**config.mk**
```make
export PLATFORM = sky130hd
export DESIGN_NAME = matrix_stream_loader_flat
export DESIGN_NICKNAME = d
export VERILOG_FILES = /design/src/rtl/matrix_stream_loader_pkg.sv /design/src/rtl/matrix_stream_loader_if.sv /design/src/rtl/matrix_stream_loader_elem_counter.sv /design/src/rtl/matrix_stream_loader.sv /design/src/flat_wrapper.sv
export SDC_FILE = /design/constraint.sdc
export NUM_CORES = 1
export LEC_CHECK = 0
export ABC_AREA = 1
export CAP_MARGIN = 30
export CORE_MARGIN = 1
export CORE_UTILIZATION = 25
export DETAILED_ROUTE_END_ITERATION = 16
export GPL_TIMING_DRIVEN = 1
export HOLD_SLACK_MARGIN = 0.05
export PLACE_DENSITY = 0.56
export SLEW_MARGIN = 20
export SYNTH_ARGS = -nofsm -noshare
export SYNTH_HDL_FRONTEND = slang
export SYNTH_HIERARCHICAL = 1
export SYNTH_SLANG_ARGS = --single-unit
```
**constraint.sdc**
```tcl
create_clock -name src_clk -period 2.2 [get_ports src_clk]
set_clock_uncertainty 0.2 [all_clocks]
set_input_delay 0.44 -clock src_clk [delete_from_list [all_inputs] [get_ports src_clk]]
set_output_delay 0.44 -clock src_clk [all_outputs]
set_load 0.03 [all_outputs]
```
**src/rtl/matrix_stream_loader_pkg.sv**
```systemverilog
// Shared types and constants for the operand loader that feeds the complex
// 8x8 matrix-multiply stage.
package matrix_stream_loader_pkg;

    localparam int WORD_LEN    = 16;
    localparam int ADDR_BITS   = 7;
    localparam int N_ELEM      = 64;
    localparam int KICK_CYCLES = 5;

    localparam int CNT_BITS  = $clog2(N_ELEM);
    localparam int KICK_BITS = $clog2(KICK_CYCLES + 1);

    // Write-enable bit positions on the memory side.
    localparam int WE_AR = 0;
    localparam int WE_BR = 1;
    localparam int WE_AI = 2;
    localparam int WE_BI = 3;

    typedef logic signed [WORD_LEN-1:0] word_t;

    typedef enum logic [2:0] {
        IDLE,
        LD_AR,
        LD_AI,
        LD_BR,
        LD_BI,
        KICK,
        DONE
    } state_t;

    function automatic logic [3:0] phase_we(input state_t s);
        logic [3:0] w;
        w = '0;
        case (s)
            LD_AR:   w[WE_AR] = 1'b1;
            LD_AI:   w[WE_AI] = 1'b1;
            LD_BR:   w[WE_BR] = 1'b1;
            LD_BI:   w[WE_BI] = 1'b1;
            default: w = '0;
        endcase
        return w;
    endfunction

endpackage

```
**src/rtl/matrix_stream_loader_if.sv**
```systemverilog
// Operand stream in, operand-memory write bus out.
interface matrix_stream_loader_if;
    import matrix_stream_loader_pkg::*;

    word_t                in_data;
    logic                 in_valid;
    logic                 in_ready;
    logic [3:0]           we;
    logic [ADDR_BITS-1:0] Dir_M1;
    logic [ADDR_BITS-1:0] Dir_M2;
    word_t                data_m1_real;
    word_t                data_m1_imag;
    word_t                data_m2_real;
    word_t                data_m2_imag;

    // Stream source and memory observer.
    modport master (
        output in_data, in_valid,
        input  in_ready, we, Dir_M1, Dir_M2,
        input  data_m1_real, data_m1_imag, data_m2_real, data_m2_imag
    );

    // The loader.
    modport slave (
        input  in_data, in_valid,
        output in_ready, we, Dir_M1, Dir_M2,
        output data_m1_real, data_m1_imag, data_m2_real, data_m2_imag
    );

endinterface

```
**src/rtl/matrix_stream_loader_elem_counter.sv**
```systemverilog
// Element index within one matrix plane; wrap marks the last beat of a plane.
module matrix_stream_loader_elem_counter
    import matrix_stream_loader_pkg::*;
(
    input  logic                clk,
    input  logic                rst_n,
    input  logic                inc,
    output logic [CNT_BITS-1:0] count,
    output logic                wrap
);

    assign wrap = inc && (count == CNT_BITS'(N_ELEM - 1));

    always_ff @(posedge clk or negedge rst_n) begin
        if (!rst_n) begin
            count <= '0;
        end else if (inc) begin
            count <= wrap ? '0 : count + 1'b1;
        end
    end

endmodule

```
**src/rtl/matrix_stream_loader.sv**
```systemverilog
// Loads A re, A im, B re, B im (64 words each) from one stream, then pulses
// the multiply stage's active-low reset and reports load_done.
module matrix_stream_loader
    import matrix_stream_loader_pkg::*;
(
    input  logic                  src_clk,
    input  logic                  rst,
    input  logic                  start,
    matrix_stream_loader_if.slave bus,
    output logic                  compute_rst_n,
    output logic                  load_done
);

    state_t               state;
    state_t               state_next;
    logic                 accept;
    logic                 wrap;
    logic [CNT_BITS-1:0]  elem;
    logic [KICK_BITS-1:0] kick_cnt;

    assign bus.in_ready = (state == LD_AR) || (state == LD_AI) ||
                          (state == LD_BR) || (state == LD_BI);
    assign accept       = bus.in_valid && bus.in_ready;

    matrix_stream_loader_elem_counter u_elem_counter (
        .clk   (src_clk),
        .rst_n (rst),
        .inc   (accept),
        .count (elem),
        .wrap  (wrap)
    );

    always_ff @(posedge src_clk or negedge rst) begin
        if (!rst) begin
            state <= IDLE;
        end else begin
            state <= state_next;
        end
    end

    always_comb begin
        // NOTE: default assigned first so no path leaves state_next unassigned (no latch).
        state_next = state;
        case (state)
            IDLE:    if (start) state_next = LD_AR;
            LD_AR:   if (wrap)  state_next = LD_AI;
            LD_AI:   if (wrap)  state_next = LD_BR;
            LD_BR:   if (wrap)  state_next = LD_BI;
            LD_BI:   if (wrap)  state_next = KICK;
            KICK:    if (kick_cnt == KICK_BITS'(KICK_CYCLES)) state_next = DONE;
            DONE:    if (start) state_next = LD_AR;
            default: state_next = IDLE;
        endcase
    end

    // NOTE: non-blocking assignments so every register samples pre-edge values.
    always_ff @(posedge src_clk or negedge rst) begin
        if (!rst) begin
            bus.we           <= '0;
            bus.Dir_M1       <= '0;
            bus.Dir_M2       <= '0;
            bus.data_m1_real <= '0;
            bus.data_m1_imag <= '0;
            bus.data_m2_real <= '0;
            bus.data_m2_imag <= '0;
            kick_cnt         <= '0;
            compute_rst_n    <= 1'b1;
            load_done        <= 1'b0;
        end else begin
            // The write for an accepted beat is presented in the following cycle.
            bus.we <= accept ? phase_we(state) : 4'b0000;
            if (accept) begin
                case (state)
                    LD_AR: begin
                        bus.Dir_M1       <= ADDR_BITS'(elem);
                        bus.data_m1_real <= bus.in_data;
                    end
                    LD_AI: begin
                        bus.Dir_M1       <= ADDR_BITS'(elem);
                        bus.data_m1_imag <= bus.in_data;
                    end
                    LD_BR: begin
                        bus.Dir_M2       <= ADDR_BITS'(elem);
                        bus.data_m2_real <= bus.in_data;
                    end
                    LD_BI: begin
                        bus.Dir_M2       <= ADDR_BITS'(elem);
                        bus.data_m2_imag <= bus.in_data;
                    end
                    default: ;
                endcase
            end

            // First KICK cycle carries the last B-imag write; the pulse follows it.
            kick_cnt      <= (state == KICK) ? kick_cnt + 1'b1 : '0;
            compute_rst_n <= !((state == KICK) && (kick_cnt < KICK_BITS'(KICK_CYCLES)));
            load_done     <= (state_next == DONE);
        end
    end

endmodule
```
**src/flat_wrapper.sv**
```systemverilog
// flat-port wrapper written by rule: the top's interface ports become plain ports
module matrix_stream_loader_flat import matrix_stream_loader_pkg::*;
  (src_clk, rst, start, compute_rst_n, load_done, bus_in_data, bus_in_valid, bus_in_ready, bus_we, bus_Dir_M1, bus_Dir_M2, bus_data_m1_real, bus_data_m1_imag, bus_data_m2_real, bus_data_m2_imag);
  matrix_stream_loader_if bus_i ();
  input  logic src_clk;
  input  logic rst;
  input  logic start;
  output logic compute_rst_n;
  output logic load_done;
  input wire logic [$bits(bus_i.in_data)-1:0] bus_in_data;
  input wire logic [$bits(bus_i.in_valid)-1:0] bus_in_valid;
  output wire logic [$bits(bus_i.in_ready)-1:0] bus_in_ready;
  output wire logic [$bits(bus_i.we)-1:0] bus_we;
  output wire logic [$bits(bus_i.Dir_M1)-1:0] bus_Dir_M1;
  output wire logic [$bits(bus_i.Dir_M2)-1:0] bus_Dir_M2;
  output wire logic [$bits(bus_i.data_m1_real)-1:0] bus_data_m1_real;
  output wire logic [$bits(bus_i.data_m1_imag)-1:0] bus_data_m1_imag;
  output wire logic [$bits(bus_i.data_m2_real)-1:0] bus_data_m2_real;
  output wire logic [$bits(bus_i.data_m2_imag)-1:0] bus_data_m2_imag;
  assign bus_i.in_data = bus_in_data;
  assign bus_i.in_valid = bus_in_valid;
  assign bus_in_ready = bus_i.in_ready;
  assign bus_we = bus_i.we;
  assign bus_Dir_M1 = bus_i.Dir_M1;
  assign bus_Dir_M2 = bus_i.Dir_M2;
  assign bus_data_m1_real = bus_i.data_m1_real;
  assign bus_data_m1_imag = bus_i.data_m1_imag;
  assign bus_data_m2_real = bus_i.data_m2_real;
  assign bus_data_m2_imag = bus_i.data_m2_imag;
  matrix_stream_loader u_core (.src_clk(src_clk), .rst(rst), .start(start), .bus(bus_i), .compute_rst_n(compute_rst_n), .load_done(load_done));
endmodule
```
==> flow_metrics.tcl, run 1 <==
set metrics [dict create \
    seq_area_frac_synth_pct 61.2 \
    path_class "reg2out" \
    internal-power_mw 4.09 \
    stdcell_count 701 \
    critical_path_buf_inv_count 1 \
    cts_buffers 9 \
    start_kind "flop" \
    cts_sinks 94 \
    peakVddDrop_v 0.000433 \
    routed_wl_um 9560 \
    setup_viol 0 \
    path_cells "clkdlybuf4s50_1" \
    hpwlAfterDp_um 6810 \
    grtUsageMet1_pct 15.9 \
    die-area_um2 15900 \
    vias_per_cell 4.32 \
    start_util_pct 26.1 \
    muxShareOfSynthArea_pct 0 \
    synth_area_um2 3850 \
    routedWlPerCell_um 13.6 \
    outcome "finished, final reports clean" \
    overflow 0 \
    cts_max_level 3 \
    n_fill_cell 1473 \
    clock_tree.buffer_depth 2 \
    synthXorXnorAreaFrac_pct 0.911 \
    antenna_found_initial 0 \
    min_period_ps 2150 \
    drv_cap 0 \
    switchingPower_mw 2.39 \
    swShare_pct 36.9 \
    grt_max_degree 42 \
    crit_family "buffers and inverters" \
    crit_fanout 1 \
    grt_usage_pct 12.4 \
    drt_iter0_markers 157 \
    multi_input_area_um2 1190 \
    core_area_um2 14800 \
    grt_use_met3_pct 3.27 \
    cpMaxStageDelayCell "clkdlybuf4s50_1" \
    synth_compound_area_share_pct 9.50 \
    critPathMaxStageDelay_ps 650 \
    drt_pre_antenna_iters 4 \
    postLayoutCellArea_um2 5440 \
    ys.warnings.count 6 \
    seqPwrFrac_pct 38.1 \
    io-pin-count 105 \
    ys_types 27 \
    grtUsageMet2_pct 20.2 \
    totalPowerFinal_mw 6.49 \
    clk_pin_slew_ps 60 \
    powerDensity_nw_per_um2 1190 \
    synthAdderAreaFrac_pct 0.976 \
    ff_latch_area_um2 2360 \
    combinationalPowerShare_pct 37.8 \
    dpl_cell_area_um2 5090 \
    max_freq_mhz 466 \
    cts_tree "done" \
    syn_avg_cell_area_um2 9.69 \
    cts-root-buf "clkbuf_16" \
    power_leakage_nw 2.59 \
    finalCritPeriodShare_pct 97.6 \
    hp-class "reg2reg" \
    drc 0 \
    nNetsFinal 535 \
    synth_top_family_by_area "simple AND/OR/NAND/NOR gates" \
    drv_slew 0 \
    busiest_layer "met2" \
    io_buffers 102 \
    placementRows 44 \
    final_antenna_net_count 0 \
    end_kind "primary output" \
    critPathArrivalTime_ps 1510 \
    fp.dieH_um 126 \
    synthCells 397 \
    diodes 0 \
    drive_gt1_share_pct 12.8 \
    gp_congestion 0.853 \
    synth-simple-area-share_pct 19.2 \
    dp_cells 680 \
    power_frac_clock_pct 24.1 \
    clk_latency_ps 340 \
    hold_viol_final 0 \
    cp.required_ps 1560 \
    vias 3028 \
    first_global_vias 2960 \
    grt_pass1_wl_um 15300 \
    ys_seq_elements 94 \
    syn2layout_area_growth_pct 41.5 \
    die_x_um 126 \
]
## cells in the final DEF (no fill, tap or decap), types with 6 or more instances in the layout
cell type	netlist	final
o21ai_2	6	6
nand2_1	110	109
clkbuf_16	0	9
nand3_1	23	23
o21ai_0	47	47
nor2_2	7	6
nor2_1	15	15
nand2_2	6	7
clkdlybuf4s50_1	0	100
inv_1	35	35
o21ai_1	13	13
buf_4	4	20
dfrtp_1	93	91
## state kept, by name, indices dropped and copies added (netlist names)
signal / flops
u_core/bus.data_m2_real: 16
u_core/bus.data_m1_imag: 16
u_core/bus.data_m1_real: 16
u_core/bus.Dir_M2: 6
u_core/state: 3
u_core/kick_cnt: 3
u_core/compute_rst_n: 1
u_core/bus.we: 4
u_core/bus.Dir_M1: 6
u_core/bus.data_m2_imag: 16
u_core/load_done: 1
u_core/u_elem_counter/count: 6
## cell type report
cell class,count,area share (%)
inverters,37,2.55
well taps,184,4.23
multi-input cells,246,21.9
repair buffers,124,22.4
flip-flops and latches,94,43.3
clock buffers,14,4.85
clock inverters,2,0.712
## path summary, 6_finish.rpt
check	start	end	slack (ps)	depth (start not counted)
worst min register to register	u_core/bus.data_m2_imag[9]	u_core/bus.data_m2_imag[9]	290	2
worst min-delay path	u_core/bus.data_m2_imag[9]	u_core/bus.data_m2_imag[9]	290	2
max in group asynchronous	rst	u_core/state[0]	830	3
worst max register to register	u_core/state[0]	u_core/state[0]	210	13
worst max-delay path	u_core/compute_rst_n	compute_rst_n	50	1
min in group asynchronous	rst	u_core/bus.data_m1_real[7]	380	2
## synth_stat cells (all sizes together)
| cell type | instances | area share (%) |
|---|---|---|
| a21boi | 1 | 0.20 |
| a21oi | 1 | 0.13 |
| buf | 19 | 4.4 |
| clkbuf | 2 | 0.20 |
| clkinv | 1 | 0.097 |
| conb | 1 | 0.097 |
| dfrtp | 93 | 60 |
| dfstp | 1 | 0.68 |
| ha | 3 | 0.98 |
| inv | 36 | 3.5 |
| nand2 | 118 | 12 |
| nand3 | 25 | 3.5 |
| nand4 | 3 | 0.49 |
| nor2 | 23 | 2.9 |
| o21ai | 66 | 9.2 |
| xnor2 | 3 | 0.68 |
| xor2 | 1 | 0.23 |
## kinds of logic after synthesis
family,count (synthesis)
buffers and inverters,58
other,1
xor gates and xnor gates,4
adders and majority gates,3
and+or+nand+nor,169
DFF,94
AOI/OAI and AO/OA,68
## layer usage
metal / vias up / wire length, µm
met2: 88 / 4570
met4: 0 / 131
met3: 9 / 470
li1: 1485 / -
met1: 1446 / 4390
met5: - / 0
## power groups by stage
stage | clock network, mW | registers, mW | logic, mW
2_1_floorplan | 0 | 3.16 | 0.699
3_3_place_gp | 0 | 2.50 | 2.37
3_5_place_dp | 0 | 2.51 | 2.40
4_1_cts | 1.62 | 2.49 | 2.41
5_1_grt | 1.69 | 2.54 | 2.61
6_report | 1.57 | 2.47 | 2.45
## stage by stage
| stage | util, % | setup TNS, ps | hold slack, ps | worst slack, ps |
|---|---|---|---|---|
| after global routing | 36.9 | -43.9 | 307 | -43.9 |
| after global placement | 34.5 | 0 | 195 | 69.6 |
| final | 36.9 | 0 | 288 | 53.9 |
| after CTS | 36.6 | 0 | 289 | 26.0 |
| after floorplan | - | 0 | -55.6 | 20.3 |
| after detailed placement | 34.5 | 0 | 206 | 41.2 |
## repair_timing
item / CTS / global route
hold buffers: 1 / 0
resized for setup: 0 / 5
endpoints found under the hold margin: 25 / 0
setup buffers: 0 / 4
setup endpoints to repair: 0 / 6
Power figures use the tool's default switching activity.
==> inputs of run 2 (changes only) <==
--- a/config.mk
+++ b/config.mk
@@ -7,12 +7,14 @@
 export LEC_CHECK = 0
 export ABC_AREA = 1
 export CAP_MARGIN = 30
+export CELL_PAD_IN_SITES_DETAIL_PLACEMENT = 1
+export CELL_PAD_IN_SITES_GLOBAL_PLACEMENT = 1
 export CORE_MARGIN = 1
 export CORE_UTILIZATION = 25
 export DETAILED_ROUTE_END_ITERATION = 16
 export GPL_TIMING_DRIVEN = 1
 export HOLD_SLACK_MARGIN = 0.05
-export PLACE_DENSITY = 0.56
+export PLACE_DENSITY = 0.68
 export SLEW_MARGIN = 20
 export SYNTH_ARGS = -nofsm -noshare
 export SYNTH_HDL_FRONTEND = slang
==> constraint.sdc (replaced) <==
create_clock -name src_clk -period 2.2 [get_ports src_clk]
set_clock_uncertainty 0.2 [all_clocks]
set_input_delay 0.55 -clock src_clk [delete_from_list [all_inputs] [get_ports src_clk]]
set_output_delay 0.55 -clock src_clk [all_outputs]
set_load 0.03 [all_outputs]
==> flow_metrics.tcl, run 2 (synthesis results as in run 1) <==
set metrics [dict create \
    path_depth 1 \
    overflow 0 \
    dpl_worst_slack_ps -108 \
    clock_tree.buffer_depth 2 \
    clk_pin_slew_ps 60 \
    stdcell_count 697 \
    cp.required_ps 1450 \
    fp.dieH_um 126 \
    n_fill_cell 1720 \
    cts_tree "done" \
    vias_per_cell 4.33 \
    path_class "reg2out" \
    routedWlPerCell_um 14.8 \
    nNetsFinal 531 \
    start_util_pct 26.1 \
    crit_family "buffers and inverters" \
    io_buffers 102 \
    grt_pass1_wl_um 17100 \
    crit_fanout 2 \
    path_cells "clkdlybuf4s50_1" \
    hp-class "in2async" \
    cts_buffers 9 \
    tightest_slew_ps 528 \
    grt_usage_pct 14.0 \
    drive_gt1_share_pct 12.7 \
    finalCritPeriodShare_pct 97.6 \
    placementRows 44 \
    routed_wl_um 10300 \
    hpwlAfterDp_um 7220 \
    layout_commonest_cell "nand2_1" \
    power_leakage_nw 2.63 \
    ff_latch_area_um2 2360 \
    diodes 0 \
    critPathMaxStageDelay_ps 710 \
    gp_congestion 0.813 \
    crit_end "bus_data_m1_real[8]" \
    r2r_start "u_core/state[2]" \
    antenna_found_initial 0 \
    end_kind "primary output" \
    drt_pre_antenna_iters 4 \
    dp_cells 680 \
    first_global_vias 3283 \
    critPathArrivalTime_ps 1400 \
    cts_max_level 3 \
    drc 0 \
    peakVddDrop_v 0.000380 \
    vias 3020 \
    grt_max_degree 95 \
    critical_path_buf_inv_count 1 \
    cts-root-buf "clkbuf_16" \
    hold_viol_final 0 \
    cts_sinks 94 \
    min_period_ps 2150 \
    r2r_end "u_core/state[0]" \
    reg2reg_slack_ps 220 \
    clk_latency_ps 350 \
    start_kind "flop" \
    drv_slew 0 \
    fin_ws_ps 52.9 \
    final_antenna_net_count 0 \
    crit_start "u_core/bus.data_m1_real[8]" \
    io-pin-count 105 \
    cpMaxStageDelayCell "clkdlybuf4s50_1" \
    setup_viol 0 \
    slew_headroom_pct 64.8 \
    final_cell_mix "nand2_1 (110), clkdlybuf4s50_1 (95), dfrtp_1 (91), o21ai_0 (47), inv_1 (34)" \
    drv_cap 0 \
    multi_input_area_um2 1190 \
    max_freq_mhz 466 \
    die_x_um 126 \
    drt_iter0_markers 133 \
    core_area_um2 14800 \
    powerDensity_nw_per_um2 1180 \
    worst_r2r_path_depth 13 \
    outcome "finished, final reports clean" \
    syn2layout_area_growth_pct 40.5 \
    die-area_um2 15900 \
]
run 2: cell types whose count changed in the layout (fill, tap and decap cells not counted), moves of 2 or more:
| cell | delta |
|---|---|
| dlymetal6s2s_1 | +4 |
| buf_4 | -5 |
| clkdlybuf4s50_1 | -5 |
| clkinv_2 | +3 |
| buf_12 | +2 |
| nor2_2 | +2 |
run 2: power by group:
group | internal (mW) | switching, mW | total (mW) | leakage, nW
logic | 0.979 | 1.46 | 2.44 | 1.26
clock network | 0.792 | 0.648 | 1.44 | 0.132
registers | 2.15 | 0.322 | 2.48 | 1.24
total | 3.93 | 2.43 | 6.36 | 2.63
run 2: worst min path at each step:
stage / from / endpoint / slack (ps) / depth (start not counted)
after floorplan: rst / u_core/bus.Dir_M1[0] / 50 / 0
final: rst / u_core/bus.data_m2_imag[7] / 40 / 2
after global placement: u_core/kick_cnt[0] / u_core/kick_cnt[0] / 260 / 1
after CTS: rst / u_core/bus.data_m2_imag[7] / 80 / 2
after detailed placement: u_core/bus.data_m1_imag[9] / u_core/bus.data_m1_imag[9] / 270 / 2
after global routing: rst / u_core/bus.data_m2_imag[7] / 100 / 2
run 2: repair_timing:
action,4_1_cts,5_1_grt
buffers inserted,0,1
hold buffers,0,0
endpoints found under the setup margin,2,7
pin swaps,0,1
gates resized for setup,2,8
run 2: area by class of cell:
type | instances | area share, %
Clock inverter | 4 | 0.417
Multi-Input combinational cell | 246 | 22.0
Timing Repair Buffer | 120 | 22.6
Clock buffer | 12 | 4.56
Inverter | 37 | 2.57
Tap cell | 184 | 4.26
Sequential cell | 94 | 43.6
run 2: stage by stage:
stage / total power, mW / TNS [ps] / cell area (µm²) / hold slack (ps) / util, %
global placement: 4.91 / -75.7 / 5110 / 264 / 34.7
CTS: 6.45 / 0 / 5380 / 77.7 / 36.5
floorplan: 3.85 / 0 / 3850 / 54.4 / -
detailed placement: 4.97 / -176 / 5110 / 272 / 34.7
global route: 6.73 / -20.0 / 5410 / 101 / 36.6
finish: 6.36 / 0 / 5410 / 38.4 / 36.6
run 2: per-layer routing:
metal	part of all wire, %	vias up	global-route usage (%)	routed length, µm
li1	-	1471	-	-
met1	42	1473	16.4	4360
met2	52	65	24.5	5360
met3	4.2	11	3.65	428
met4	1.5	0	4.89	157
met5	0	-	0	0
==> inputs of run 3 (changes only) <==
--- a/config.mk
+++ b/config.mk
@@ -14,7 +14,7 @@
 export DETAILED_ROUTE_END_ITERATION = 16
 export GPL_TIMING_DRIVEN = 1
 export HOLD_SLACK_MARGIN = 0.05
-export PLACE_DENSITY = 0.68
+export PLACE_DENSITY = 0.66
 export SLEW_MARGIN = 20
 export SYNTH_ARGS = -nofsm -noshare
 export SYNTH_HDL_FRONTEND = slang
==> constraint.sdc (replaced) <==
create_clock -name src_clk -period 2.4 [get_ports src_clk]
set_clock_uncertainty 0.2 [all_clocks]
set_input_delay 0.6 -clock src_clk [delete_from_list [all_inputs] [get_ports src_clk]]
set_output_delay 0.6 -clock src_clk [all_outputs]
set_load 0.03 [all_outputs]
==> flow_metrics.tcl, run 3 (synthesis results as in run 1) <==
set metrics [dict create \
    outcome "finished, final reports clean" \
    core_area_um2 14800 \
    syn2layout_area_growth_pct 38.6 \
    die_x_um 126 \
    routed_wl_um 10200 \
    drt_iter0_markers 144 \
    path_depth 1 \
    postLayoutCellArea_um2 5330 \
    ctsResizeCount 0 \
    antenna_found_initial 0 \
    stdcell_count 693 \
    die-area_um2 15900 \
    gp_congestion 0.788 \
    final_antenna_net_count 0 \
    hp-class "in2async" \
    max_freq_mhz 433 \
    min_period_ps 2310 \
    cts-root-buf "clkbuf_16" \
    diodes 0 \
    start_util_pct 26.1 \
    grt_usage_pct 14.0 \
    first_global_vias 3352 \
    routedWlPerCell_um 14.7 \
    clk_pin_slew_ps 60 \
    io-pin-count 105 \
    grt_max_degree 95 \
    drive_gt1_share_pct 11.4 \
    r2r_end "u_core/state[1]" \
    powerDensity_nw_per_um2 1080 \
    dp_cells 678 \
    reg2reg_slack_ps 300 \
    drc 0 \
    n_fill_cell 1676 \
    vias 3041 \
    critical_path_buf_inv_count 1 \
    cp.required_ps 1600 \
    critPathArrivalTime_ps 1510 \
    r2r_start "u_core/state[1]" \
    placementRows 44 \
    tightest_slew_ps 545 \
    peakVddDrop_v 0.000328 \
    hold_viol_final 0 \
    crit_family "buffers and inverters" \
    end_kind "primary output" \
    drv_cap 0 \
    cts_tree "done" \
    dpl_cell_area_um2 5060 \
    rsz0062_at_grt "false" \
    hpwlAfterDp_um 7260 \
    finalCritPeriodShare_pct 96.3 \
    cts_hold_buf 0 \
    crit_fanout 1 \
    clk_latency_ps 340 \
    cts_max_level 3 \
    slew_headroom_pct 63.6 \
    nNetsFinal 528 \
    setup_viol 0 \
    cpMaxStageDelayCell "clkdlybuf4s50_1" \
    cts_setup_buffers 0 \
    grt_pass1_wl_um 17300 \
    critPathMaxStageDelay_ps 650 \
    cts_buffers 9 \
    cts_sinks 94 \
    fp.dieH_um 126 \
    layout_commonest_cell "nand2_1" \
    path_class "reg2out" \
    path_cells "clkdlybuf4s50_1" \
    power_leakage_nw 2.53 \
    clock_tree.buffer_depth 2 \
    start_kind "flop" \
    overflow 0 \
    drt_pre_antenna_iters 4 \
    drv_slew 0 \
    vias_per_cell 4.39 \
    worst_r2r_path_depth 14 \
    io_buffers 102 \
    final_cell_mix "nand2_1 (110), clkdlybuf4s50_1 (100), dfrtp_1 (92), o21ai_0 (47), inv_1 (35)" \
]
-- run 3: metrics by stage --
step	setup WS (ps)	setup TNS (ps)	util [%]	hold WS, ps	power [mW]
6_report	89.1	0	36.1	75.9	5.78
5_1_grt	28.9	0	36.1	153	6.13
4_1_cts	69.4	0	36.1	129	5.87
3_5_place_dp	-42.4	-61.8	34.3	274	4.53
3_3_place_gp	41.5	0	34.3	265	4.47
2_1_floorplan	29.1	0	-	104	3.53
-- run 3: final cells by class --
class	count	area (µm²)	area share [%]
flip-flops and latches	94	2350	44.2
multi-input cells	246	1190	22.2
repair buffers	117	1150	21.6
clock buffers	12	246	4.62
well taps	184	230	4.32
inverters	37	139	2.61
clock inverters	3	21.3	0.399
-- run 3: routing by layer --
| metal | share of wire (%) | global-route usage (%) |
|---|---|---|
| met1 | 44 | 17.1 |
| met2 | 51 | 24.0 |
| met3 | 4.0 | 3.53 |
| met4 | 1.3 | 4.75 |
| met5 | 0 | 0 |
-- run 3: power breakdown --
group          leakage, nW  switching [mW]  internal, mW
clock network        0.129           0.590         0.726
logic                 1.16            1.31         0.870
registers             1.24           0.308          1.98
total                 2.53            2.21          3.57
-- run 3: worst max path at each step --
stage,startpoint,endpoint,slack (ps)
global route,u_core/state[1],u_core/state[1],30
global placement,bus_in_valid,u_core/state[0],40
floorplan,bus_in_valid,u_core/state[0],30
CTS,u_core/compute_rst_n,compute_rst_n,70
finish,u_core/compute_rst_n,compute_rst_n,90
detailed placement,bus_in_valid,u_core/state[1],-40
-- run 3: worst register-to-register path: stages (launching register included) --
cell      delay, ps
dfrtp_1         380
inv_1            90
nand2_1         100
nor2_2          180
inv_1           100
a21boi_1        190
nand2_1         110
nor2_2          100
nand3_2          70
clkinv_1         70
inv_1            60
nand2_1          90
inv_1            50
nor2_1          130
nand2_1          60
